**config.mk**
```make
export PLATFORM = sky130hd
export DESIGN_NAME = alu_issue_stage_flat
export DESIGN_NICKNAME = d
export VERILOG_FILES = /design/src/rtl/alu_issue_stage_if.sv /design/src/rtl/alu_issue_stage.sv /design/src/flat_wrapper.sv
export SDC_FILE = /design/constraint.sdc
export NUM_CORES = 1
export LEC_CHECK = 0
export CAP_MARGIN = 5
export CORE_UTILIZATION = 45
export CTS_CLUSTER_SIZE = 12
export DETAILED_ROUTE_END_ITERATION = 10
export PLACE_DENSITY = 0.85
export SLEW_MARGIN = 10
export SYNTH_ARGS = -nofsm -noshare
export SYNTH_HDL_FRONTEND = slang
export SYNTH_SLANG_ARGS = --single-unit
```
**constraint.sdc**
```tcl
create_clock -name clk -period 2.1 [get_ports clk]
set_input_delay 0.42 -clock clk [delete_from_list [all_inputs] [get_ports clk]]
set_output_delay 0.42 -clock clk [all_outputs]
set_load 0.005 [all_outputs]
```
**src/rtl/alu_issue_stage_if.sv**
```systemverilog
// Handshake and payload bundle between decode, the ALU issue stage and the ALU.
// The stage connects through the slave modport; the decode/ALU side uses the master modport.
interface alu_issue_stage_if #(
    parameter int XLEN = 32,
    parameter int RD_W = 5
) ();
    // Upstream (decode) side
    logic            flush;
    logic            in_valid;
    logic            in_ready;
    logic [6:0]      opcode;
    logic [2:0]      funct3;
    logic            funct7_5;
    logic [XLEN-1:0] pc;
    logic [XLEN-1:0] rs1;
    logic [XLEN-1:0] rs2;
    logic [XLEN-1:0] imm;
    logic [RD_W-1:0] rd;

    // Downstream (ALU / branch / writeback) side
    logic            out_valid;
    logic            out_ready;
    logic [3:0]      alu_op;
    logic [XLEN-1:0] alu_a;
    logic [XLEN-1:0] alu_b;
    logic [RD_W-1:0] out_rd;
    logic [XLEN-1:0] out_pc;
    logic            is_branch;
    logic            take_on_zero;
    logic            illegal;

    modport slave (
        input  flush, in_valid, opcode, funct3, funct7_5, pc, rs1, rs2, imm, rd,
        input  out_ready,
        output in_ready,
        output out_valid, alu_op, alu_a, alu_b, out_rd, out_pc,
        output is_branch, take_on_zero, illegal
    );

    modport master (
        output flush, in_valid, opcode, funct3, funct7_5, pc, rs1, rs2, imm, rd,
        output out_ready,
        input  in_ready,
        input  out_valid, alu_op, alu_a, alu_b, out_rd, out_pc,
        input  is_branch, take_on_zero, illegal
    );
endinterface

```
**src/rtl/alu_issue_stage.sv**
```systemverilog
// Execute-issue stage: decodes opcode/funct into an ALU op plus operands and
// holds the decoded payload in a 2-entry skid buffer whose head drives the ALU.
module alu_issue_stage #(
    parameter int XLEN = 32,
    parameter int RD_W = 5
) (
    input  logic               clk,
    input  logic               rst_n,
    alu_issue_stage_if.slave   bus
);
    localparam logic [6:0] OPC_OP     = 7'b0110011;
    localparam logic [6:0] OPC_OP_IMM = 7'b0010011;
    localparam logic [6:0] OPC_BRANCH = 7'b1100011;
    localparam logic [6:0] OPC_LOAD   = 7'b0000011;
    localparam logic [6:0] OPC_STORE  = 7'b0100011;
    localparam logic [6:0] OPC_JALR   = 7'b1100111;
    localparam logic [6:0] OPC_JAL    = 7'b1101111;
    localparam logic [6:0] OPC_AUIPC  = 7'b0010111;
    localparam logic [6:0] OPC_LUI    = 7'b0110111;

    localparam logic [3:0] ALU_AND  = 4'b0000;
    localparam logic [3:0] ALU_OR   = 4'b0001;
    localparam logic [3:0] ALU_SUM  = 4'b0010;
    localparam logic [3:0] ALU_SLL  = 4'b0100;
    localparam logic [3:0] ALU_SRL  = 4'b0101;
    localparam logic [3:0] ALU_SRA  = 4'b0111;
    localparam logic [3:0] ALU_XOR  = 4'b1000;
    localparam logic [3:0] ALU_SUB  = 4'b1010;
    localparam logic [3:0] ALU_GE   = 4'b1100;
    localparam logic [3:0] ALU_GEU  = 4'b1101;
    localparam logic [3:0] ALU_SLT  = 4'b1110;
    localparam logic [3:0] ALU_SLTU = 4'b1111;

    typedef struct packed {
        logic [3:0]      op;
        logic [XLEN-1:0] a;
        logic [XLEN-1:0] b;
        logic [RD_W-1:0] rd;
        logic [XLEN-1:0] pc;
        logic            br;
        logic            toz;
        logic            ill;
    } entry_t;

    // Shared funct3 table for OP and OP-IMM; alt selects SUB / SRA.
    function automatic logic [3:0] arith_op(input logic [2:0] f3, input logic alt);
        logic [3:0] op;
        case (f3)
            3'b000:  op = alt ? ALU_SUB : ALU_SUM;
            3'b001:  op = ALU_SLL;
            3'b010:  op = ALU_SLT;
            3'b011:  op = ALU_SLTU;
            3'b100:  op = ALU_XOR;
            3'b101:  op = alt ? ALU_SRA : ALU_SRL;
            3'b110:  op = ALU_OR;
            default: op = ALU_AND;
        endcase
        return op;
    endfunction

    entry_t dec;

    always_comb begin
        dec     = '0;
        dec.op  = ALU_SUM;
        dec.rd  = bus.rd;
        dec.pc  = bus.pc;
        case (bus.opcode)
            OPC_OP: begin
                dec.op = arith_op(bus.funct3, bus.funct7_5);
                dec.a  = bus.rs1;
                dec.b  = bus.rs2;
            end
            OPC_OP_IMM: begin
                // Immediate forms have no SUB; bit 30 only distinguishes SRAI from SRLI.
                dec.op = arith_op(bus.funct3, bus.funct7_5 & (bus.funct3 == 3'b101));
                dec.a  = bus.rs1;
                dec.b  = bus.imm;
            end
            OPC_BRANCH: begin
                dec.a  = bus.rs1;
                dec.b  = bus.rs2;
                dec.br = 1'b1;
                case (bus.funct3)
                    3'b000: begin
                        dec.op  = ALU_SUB;
                        dec.toz = 1'b1;
                    end
                    3'b001:  dec.op  = ALU_SUB;
                    3'b100:  dec.op  = ALU_SLT;
                    3'b101:  dec.op  = ALU_GE;
                    3'b110:  dec.op  = ALU_SLTU;
                    3'b111:  dec.op  = ALU_GEU;
                    default: dec.ill = 1'b1;
                endcase
            end
            OPC_LOAD, OPC_STORE, OPC_JALR: begin
                dec.a = bus.rs1;
                dec.b = bus.imm;
            end
            OPC_JAL, OPC_AUIPC: begin
                dec.a = bus.pc;
                dec.b = bus.imm;
            end
            OPC_LUI: begin
                dec.b = bus.imm;
            end
            default: begin
                dec.ill = 1'b1;
            end
        endcase
    end

    logic [1:0] count_reg;
    logic [1:0] count_next;
    logic       in_ready_reg;
    logic       accept;
    logic       retire;
    entry_t     entry_reg [2];
    entry_t     wr_data   [2];
    logic       wr_en     [2];

    assign accept = bus.in_valid & in_ready_reg;
    assign retire = (count_reg != 2'd0) & bus.out_ready;

    always_comb begin
        count_next = count_reg;
        if (bus.flush) begin
            count_next = 2'd0;
        end else begin
            case ({accept, retire})
                2'b10:   count_next = count_reg + 2'd1;
                2'b01:   count_next = count_reg - 2'd1;
                default: count_next = count_reg;
            endcase
        end
    end

    // Entry 0 is always the head: it shifts from entry 1 on retire when full,
    // or takes the new instruction when it would otherwise be empty.
    always_comb begin
        wr_en[0]   = 1'b0;
        wr_en[1]   = 1'b0;
        wr_data[0] = dec;
        wr_data[1] = dec;
        if (!bus.flush) begin
            if (retire && count_reg == 2'd2) begin
                wr_en[0]   = 1'b1;
                wr_data[0] = entry_reg[1];
            end else if (accept && (count_reg == 2'd0 || (count_reg == 2'd1 && retire))) begin
                wr_en[0] = 1'b1;
            end
            if (accept && count_reg == 2'd1 && !retire) begin
                wr_en[1] = 1'b1;
            end
        end
    end

    generate
        for (genvar gi = 0; gi < 2; gi++) begin : g_entry
            always_ff @(posedge clk or negedge rst_n) begin
                if (!rst_n) begin
                    entry_reg[gi] <= '0;
                end else if (wr_en[gi]) begin
                    entry_reg[gi] <= wr_data[gi];
                end
            end
        end
    endgenerate

    always_ff @(posedge clk or negedge rst_n) begin
        if (!rst_n) begin
            count_reg    <= 2'd0;
            in_ready_reg <= 1'b0;
        end else begin
            count_reg    <= count_next;
            in_ready_reg <= (count_next != 2'd2);
        end
    end

    assign bus.in_ready     = in_ready_reg;
    assign bus.out_valid    = (count_reg != 2'd0);
    assign bus.alu_op       = entry_reg[0].op;
    assign bus.alu_a        = entry_reg[0].a;
    assign bus.alu_b        = entry_reg[0].b;
    assign bus.out_rd       = entry_reg[0].rd;
    assign bus.out_pc       = entry_reg[0].pc;
    assign bus.is_branch    = entry_reg[0].br;
    assign bus.take_on_zero = entry_reg[0].toz;
    assign bus.illegal      = entry_reg[0].ill;
endmodule

```
**src/flat_wrapper.sv**
```systemverilog
// flat-port wrapper written by rule: the top's interface ports become plain ports
module alu_issue_stage_flat 
#(
    parameter int XLEN = 32,
    parameter int RD_W = 5
)
  (clk, rst_n, bus_flush, bus_in_valid, bus_opcode, bus_funct3, bus_funct7_5, bus_pc, bus_rs1, bus_rs2, bus_imm, bus_rd, bus_out_ready, bus_in_ready, bus_out_valid, bus_alu_op, bus_alu_a, bus_alu_b, bus_out_rd, bus_out_pc, bus_is_branch, bus_take_on_zero, bus_illegal);
  alu_issue_stage_if #(.XLEN(XLEN), .RD_W(RD_W)) bus_i ();
  input  logic clk;
  input  logic rst_n;
  input wire logic [$bits(bus_i.flush)-1:0] bus_flush;
  input wire logic [$bits(bus_i.in_valid)-1:0] bus_in_valid;
  input wire logic [$bits(bus_i.opcode)-1:0] bus_opcode;
  input wire logic [$bits(bus_i.funct3)-1:0] bus_funct3;
  input wire logic [$bits(bus_i.funct7_5)-1:0] bus_funct7_5;
  input wire logic [$bits(bus_i.pc)-1:0] bus_pc;
  input wire logic [$bits(bus_i.rs1)-1:0] bus_rs1;
  input wire logic [$bits(bus_i.rs2)-1:0] bus_rs2;
  input wire logic [$bits(bus_i.imm)-1:0] bus_imm;
  input wire logic [$bits(bus_i.rd)-1:0] bus_rd;
  input wire logic [$bits(bus_i.out_ready)-1:0] bus_out_ready;
  output wire logic [$bits(bus_i.in_ready)-1:0] bus_in_ready;
  output wire logic [$bits(bus_i.out_valid)-1:0] bus_out_valid;
  output wire logic [$bits(bus_i.alu_op)-1:0] bus_alu_op;
  output wire logic [$bits(bus_i.alu_a)-1:0] bus_alu_a;
  output wire logic [$bits(bus_i.alu_b)-1:0] bus_alu_b;
  output wire logic [$bits(bus_i.out_rd)-1:0] bus_out_rd;
  output wire logic [$bits(bus_i.out_pc)-1:0] bus_out_pc;
  output wire logic [$bits(bus_i.is_branch)-1:0] bus_is_branch;
  output wire logic [$bits(bus_i.take_on_zero)-1:0] bus_take_on_zero;
  output wire logic [$bits(bus_i.illegal)-1:0] bus_illegal;
  assign bus_i.flush = bus_flush;
  assign bus_i.in_valid = bus_in_valid;
  assign bus_i.opcode = bus_opcode;
  assign bus_i.funct3 = bus_funct3;
  assign bus_i.funct7_5 = bus_funct7_5;
  assign bus_i.pc = bus_pc;
  assign bus_i.rs1 = bus_rs1;
  assign bus_i.rs2 = bus_rs2;
  assign bus_i.imm = bus_imm;
  assign bus_i.rd = bus_rd;
  assign bus_i.out_ready = bus_out_ready;
  assign bus_in_ready = bus_i.in_ready;
  assign bus_out_valid = bus_i.out_valid;
  assign bus_alu_op = bus_i.alu_op;
  assign bus_alu_a = bus_i.alu_a;
  assign bus_alu_b = bus_i.alu_b;
  assign bus_out_rd = bus_i.out_rd;
  assign bus_out_pc = bus_i.out_pc;
  assign bus_is_branch = bus_i.is_branch;
  assign bus_take_on_zero = bus_i.take_on_zero;
  assign bus_illegal = bus_i.illegal;
  alu_issue_stage #(.XLEN(XLEN), .RD_W(RD_W)) u_core (.clk(clk), .rst_n(rst_n), .bus(bus_i));
endmodule
```
After elaboration in Yosys (flattened, before gate mapping)
Index checks and enable logic that the tools add are counted.
{"block": "totals", "reg_bits": 219, "in_bits": 149, "out_inout_bits": 110, "elab_cells": 83}
{"block": "classes", "add_sub_neg": 2, "eq_ne": 21, "n_mux": 22, "n_bitwise": 3, "reduce_logical": 17}
{"cell": "$mux W108", "count": 2}
{"cell": "$pmux W32 S2", "count": 2}
{"cell": "$pmux W4 S7", "count": 2}
{"cell": "$eq A7 B6 Y1 const B", "count": 3}
{"cell": "$eq A7 B7 Y1 const B", "count": 3}
{"cell": "$pmux W4 S5", "count": 1}
{"cell": "$eq A7 B5 Y1 const B", "count": 2}
{"cell": "$eq A3 B3 Y1 const B", "count": 4}
{"cell": "$pmux W4 S3", "count": 1}
{"cell": "$reduce_or A6 Y1", "count": 2}
{"cell": "$mux W2", "count": 5}
{"cell": "$mux W4", "count": 2}
{"cell": "$reduce_or A8 Y1", "count": 1}
{"cell": "$eq A7 B2 Y1 const B", "count": 1}
{"cell": "$reduce_or A7 Y1", "count": 1}
{"cell": "$eq A3 B2 Y1 const B", "count": 2}
{"cell": "$reduce_or A2 Y1", "count": 3}
{"cell": "$logic_and A1 B1 Y1", "count": 5}
{"cell": "$mux W1", "count": 5}
{"cell": "$eq A2 B1 Y1 const B", "count": 2}
{"cell": "$eq A2 B2 Y1 const B", "count": 2}
{"cell": "$pmux W2 S2", "count": 1}
{"cell": "$and A1 B1 Y1", "count": 3}
{"cell": "$eq A3 B1 Y1 const B", "count": 1}
{"cell": "9 further kinds", "count": 9}

Logic depth before layout (Yosys ltp)
{"block": "logic_depth", "word_depth": 8, "depth_mapped": 10}

Worst setup path after synthesis
No wires, ideal clock.
{"block": "synth_path", "kind": "register to register", "start": "register u_core.count_reg[0]", "end": "register u_core.entry_reg, in the netlist u_core.bus.alu_a[10]", "arrival_ns": 1.789, "required_ns": 2.006, "setup_slack_ns": 0.217, "path_stages_with_launch": 10, "path_cell_list": "dfrtp_1 > inv_1 > ha_1 > inv_1 > nand2_1 > nor3b_1 > buf_2 > clkbuf_1 > nor3_1 > a211oi_1"}
{"block": "synth_between", "elab_chain_len": 8}
{"item": "from (decl)", "line_no": "alu_issue_stage.sv:114", "rtl": "logic [1:0] count_reg;"}
{"item": "from (signal assigned)", "line_no": "alu_issue_stage.sv:176", "rtl": "count_reg <= count_next;"}
{"item": "$reduce_bool A2 Y1 *"}
{"item": "net bus_out_valid", "line_no": "flat_wrapper.sv:23", "rtl": "output wire logic [$bits(bus_i.out_valid)-1:0] bus_out_valid;"}
{"item": "$and A1 B1 Y1 *", "line_no": "alu_issue_stage.sv:124", "rtl": "assign retire = (count_reg != 2'd0) & bus.out_ready;"}
{"item": "$logic_and A1 B1 Y1", "line_no": "alu_issue_stage.sv:150", "rtl": "end else if (accept && (count_reg == 2'd0 || (count_reg == 2'd1 && retire))) begin"}
{"item": "$logic_or A1 B1 Y1", "line_no": "alu_issue_stage.sv:150"}
{"item": "$logic_and A1 B1 Y1", "line_no": "alu_issue_stage.sv:150"}
{"item": "$mux W1", "line_no": "alu_issue_stage.sv:150"}
{"item": "$mux W1", "line_no": "alu_issue_stage.sv:147", "rtl": "if (retire && count_reg == 2'd2) begin"}
{"item": "$mux W2", "line_no": "alu_issue_stage.sv:146", "rtl": "if (!bus.flush) begin"}
{"item": "to (signal, indexed assignment)", "line_no": "alu_issue_stage.sv:165", "rtl": "entry_reg[gi] <= wr_data[gi];"}
{"item": "to (decl)", "line_no": "alu_issue_stage.sv:119", "rtl": "entry_t entry_reg [2];"}
The timed path passes the listed nets; every way through them passes the cells marked *.
A chain may end at the register's enable or synchronous reset.

Worst setup path in the final report
{"block": "layout_path", "start": "input bus_opcode[4]", "end": "register u_core.entry_reg[50] (netlist name)"}
{"block": "layout_between", "elab_chain_len": 3}
{"item": "from (decl)", "line_no": "flat_wrapper.sv:13", "rtl": "input wire logic [$bits(bus_i.opcode)-1:0] bus_opcode;"}
{"item": "$eq A7 B5 Y1 (tied with other cells)", "line_no": "alu_issue_stage.sv:68", "rtl": "case (bus.opcode)"}
{"item": "$reduce_or A7 Y1 (no source line) / $reduce_or A2 Y1 (equally long branches)"}
{"item": "$pmux W32 S2 *", "line_no": "alu_issue_stage.sv:68"}
Mark *: on every way between the ends. The rest lies on a longest branch, timed or not.

==> metrics.txt <==
Crit-path slowest cell clkdlybuf4s50_1; crit-path cells clkdlybuf4s50_1 -> and3b_1 -> buf_4 -> mux2i_1 -> o32ai_4 -> buf_12 -> a21oi_1 -> o21ai_1; power density cells 1070 nW/um2; relative slew slack 0.638; synth cell count leaders dfrtp_1 (219), nand2_1 (156), buf_4 (111); Num CTS Buffers 24; Synth area leaders dfrtp_1 (51%), buf_4 (7.8%), nand2_1 (5.5%), mux2_2 (4.0%), a21oi_1 (3.5%); Hold Path Class primary input to asynchronous set/reset pin; Reg2Reg Depth 11; Synth area leader dfrtp_1; vias in the first global route 9,139; unrepaired setup endpoints after global routing false; max-cap viol count 0; Nets between 1,000 and 1,500; min cycle time layout 1960 ps; Mapped Cells 1,121; Worst EP arrival 2350 ps; f_max 0.509 GHz; n_diodes 0; initial core utilization 0.457; CP peak stage delay 520 ps; Root Driver clkbuf_16; Largest register FFs 108; DP Area 13,300 um2; Crit Path Category primary input to register; CP endpoint kind register; 1st-iter DRT viols 641; HPWL reported at the end of detailed placement between 20 and 25 mm; Ys Warns 0; design area 14,200 um2; Leak 0.00623 uW; Primary FF master, synth dfrtp_1; area delta synth->final 33.2%; crit path max fanout 32; flops & latches, synth 219; post-synth top area share 0.513; drc violations 0; VDD IR max between 0.5 and 0.6 mV; Total Routing Usage GR 0.245; initial antenna violation count 0; row count 56; core area 23,400 um2; CTS tree yes; Final setup viols 0; worst reg2reg startpoint u_core.count_reg[1]; Clock Pin Slew Worst Setup and Hold Paths roughly 60 ps; final hold vios 0; Worst-Margin Slew 541 ps; Ports 259; gpl congestion 0.852; worst path bufs/invs 3; family with the most delay on the worst path buffers and inverters; Clock Sink Count 219; Die Area roughly 24,000 um2; Synth async-reset ratio 1.00; largest net degree at the start of global routing just under 70; wirelength, routed 30.2 mm; buffer depth of the longest clock path 3; worst skew pair latency between 500 and 600 ps; Unique masters post-synth 40; cell area after synthesis 10,700 um2; GRT overflow 0; top-count cell post-synth dfrtp_1; Layout Skew 5.68 ps; crit share post-route 0.935; Mapped Nets between 1,000 and 1,500; antenna viol nets, final 0; r2r setup slk 160 ps; Finished Layout Cells 1,625; Critical Path Stages 8; Via Count 8,963; die span in y 156 um; die width between 150 and 200 um; CP Launch Type primary input; R2R Path End u_core.bus.alu_a[25]; max-slew violations 0; area of the multi-input gates approximately 4000 um2; Post-synth EDFFs 0; Reg area 5480 um2; status completed; FILL cells 1,919; H-tree levels 1; DR WL/cell 18.6 um; CP required approximately 2500 ps; placed cell count 1,575; first-pass GRT wire length 47.6 mm; vias per cell 5.52; buffers added on ports about 260; setup tns final 0 ps; Seq/Total Area, Yosys 0.513; drt first pass iters 7; layout cells sized above 1 0.124; Synth Area per Inst about 9.5 um2
## repair_timing
action / 4_1_cts / 5_1_grt
endpoints found under the setup margin: 34 / 16
gates cloned: 1 / 2
hold buffers: 1 / 0
gates resized for setup: 3 / 2
buffers inserted: 2 / 3
hold endpoints to repair: 56 / 0
pin swaps: 1 / 1
## cell usage in the layout (no fill, tap or decap), types with 3 or more instances in the layout
cell             Yosys  final
a21oi_1             75     75
and3_1              34     34
clkinv_2             0      4
buf_12               0     22
dfrtp_1            219    219
a22o_1              32     32
a211oi_1            33     33
nand3_1              9      8
inv_1                6      6
a31oi_1             37     37
clkbuf_1            55      7
buf_4              111     48
clkbuf_8             0      3
ha_1                 5      5
mux2_2              38     38
a211oi_2             4      3
nand2_1            156    155
clkbuf_16            0     27
a22oi_1             34     33
nor2_4               0      4
clkdlybuf4s50_1      0    256
nor3_1              35     35
o21ai_1             39     39
nor2b_1              7      7
o21ai_0             68     68
nor2_1              79     77
## worst register-to-register path, delay by kind of cell (launching register included)
family | cells | cell delay (ps)
buf+inv | 6 | 780
compound gates | 1 | 240
fa+ha+maj | 1 | 180
flops | 1 | 380
simple gates | 3 | 270
## per-stage QoR
stage | worst slack [ps] | utilization | hold slack [ps] | power [uW]
2_1_floorplan | 217 | - | 124 | 9050
3_3_place_gp | -496 | 0.570 | 402 | 10800
3_5_place_dp | -624 | 0.570 | 410 | 11000
5_1_grt | 16.4 | 0.608 | 499 | 16000
4_1_cts | 103 | 0.605 | 470 | 15300
6_report | 135 | 0.608 | 465 | 15200
## cell families (layout without fill, tap and decap cells)
group           count (synthesis)  after routing  synth area share
simple gates                  332            333             0.137
buf+inv                       194            378             0.109
mux                            39             39            0.0410
flops                         219            219             0.513
fa+ha+maj                       5              5           0.00585
compound gates                331            331             0.193
xor+xnor                        1              1          0.000820
## final cells by class
type / count / share of cell area
clock inverter: 6 / 0.00562
sequential: 219 / 0.385
multi-input combinational: 709 / 0.289
inverter: 6 / 0.00158
tap: 319 / 0.0280
timing repair buffer: 331 / 0.242
clock buffer: 35 / 0.0487
## where the power goes
part | leakage, uW | total, uW | internal, uW | switching [uW]
Sequential | 0.00286 | 6250 | 5500 | 744
Clock | 0.000382 | 4200 | 2520 | 1680
Combinational | 0.00299 | 4720 | 2740 | 1980
Total | 0.00623 | 15200 | 10800 | 4410
## worst max-delay path by stage
| stage | startpoint | endpoint | slack (ps) |
|---|---|---|---|
| 6_report | bus_opcode[4] | u_core.entry_reg[50] | 140 |
| 5_1_grt | u_core.count_reg[1] | u_core.bus.alu_a[25] | 20 |
| 4_1_cts | u_core.count_reg[1] | u_core.bus.alu_b[26] | 100 |
| 3_5_place_dp | bus_opcode[4] | u_core.bus.alu_a[10] | -620 |
| 3_3_place_gp | bus_opcode[6] | u_core.bus.alu_a[30] | -500 |
| 2_1_floorplan | u_core.count_reg[0] | u_core.bus.alu_a[10] | 220 |
## layer usage
layer / part of all wire / GRT usage
met1: 0.40 / 0.306
met2: 0.49 / 0.427
met3: 0.084 / 0.0561
met4: 0.019 / 0.0621
met5: 0 / 0
(Power assumes the default switching activity.)
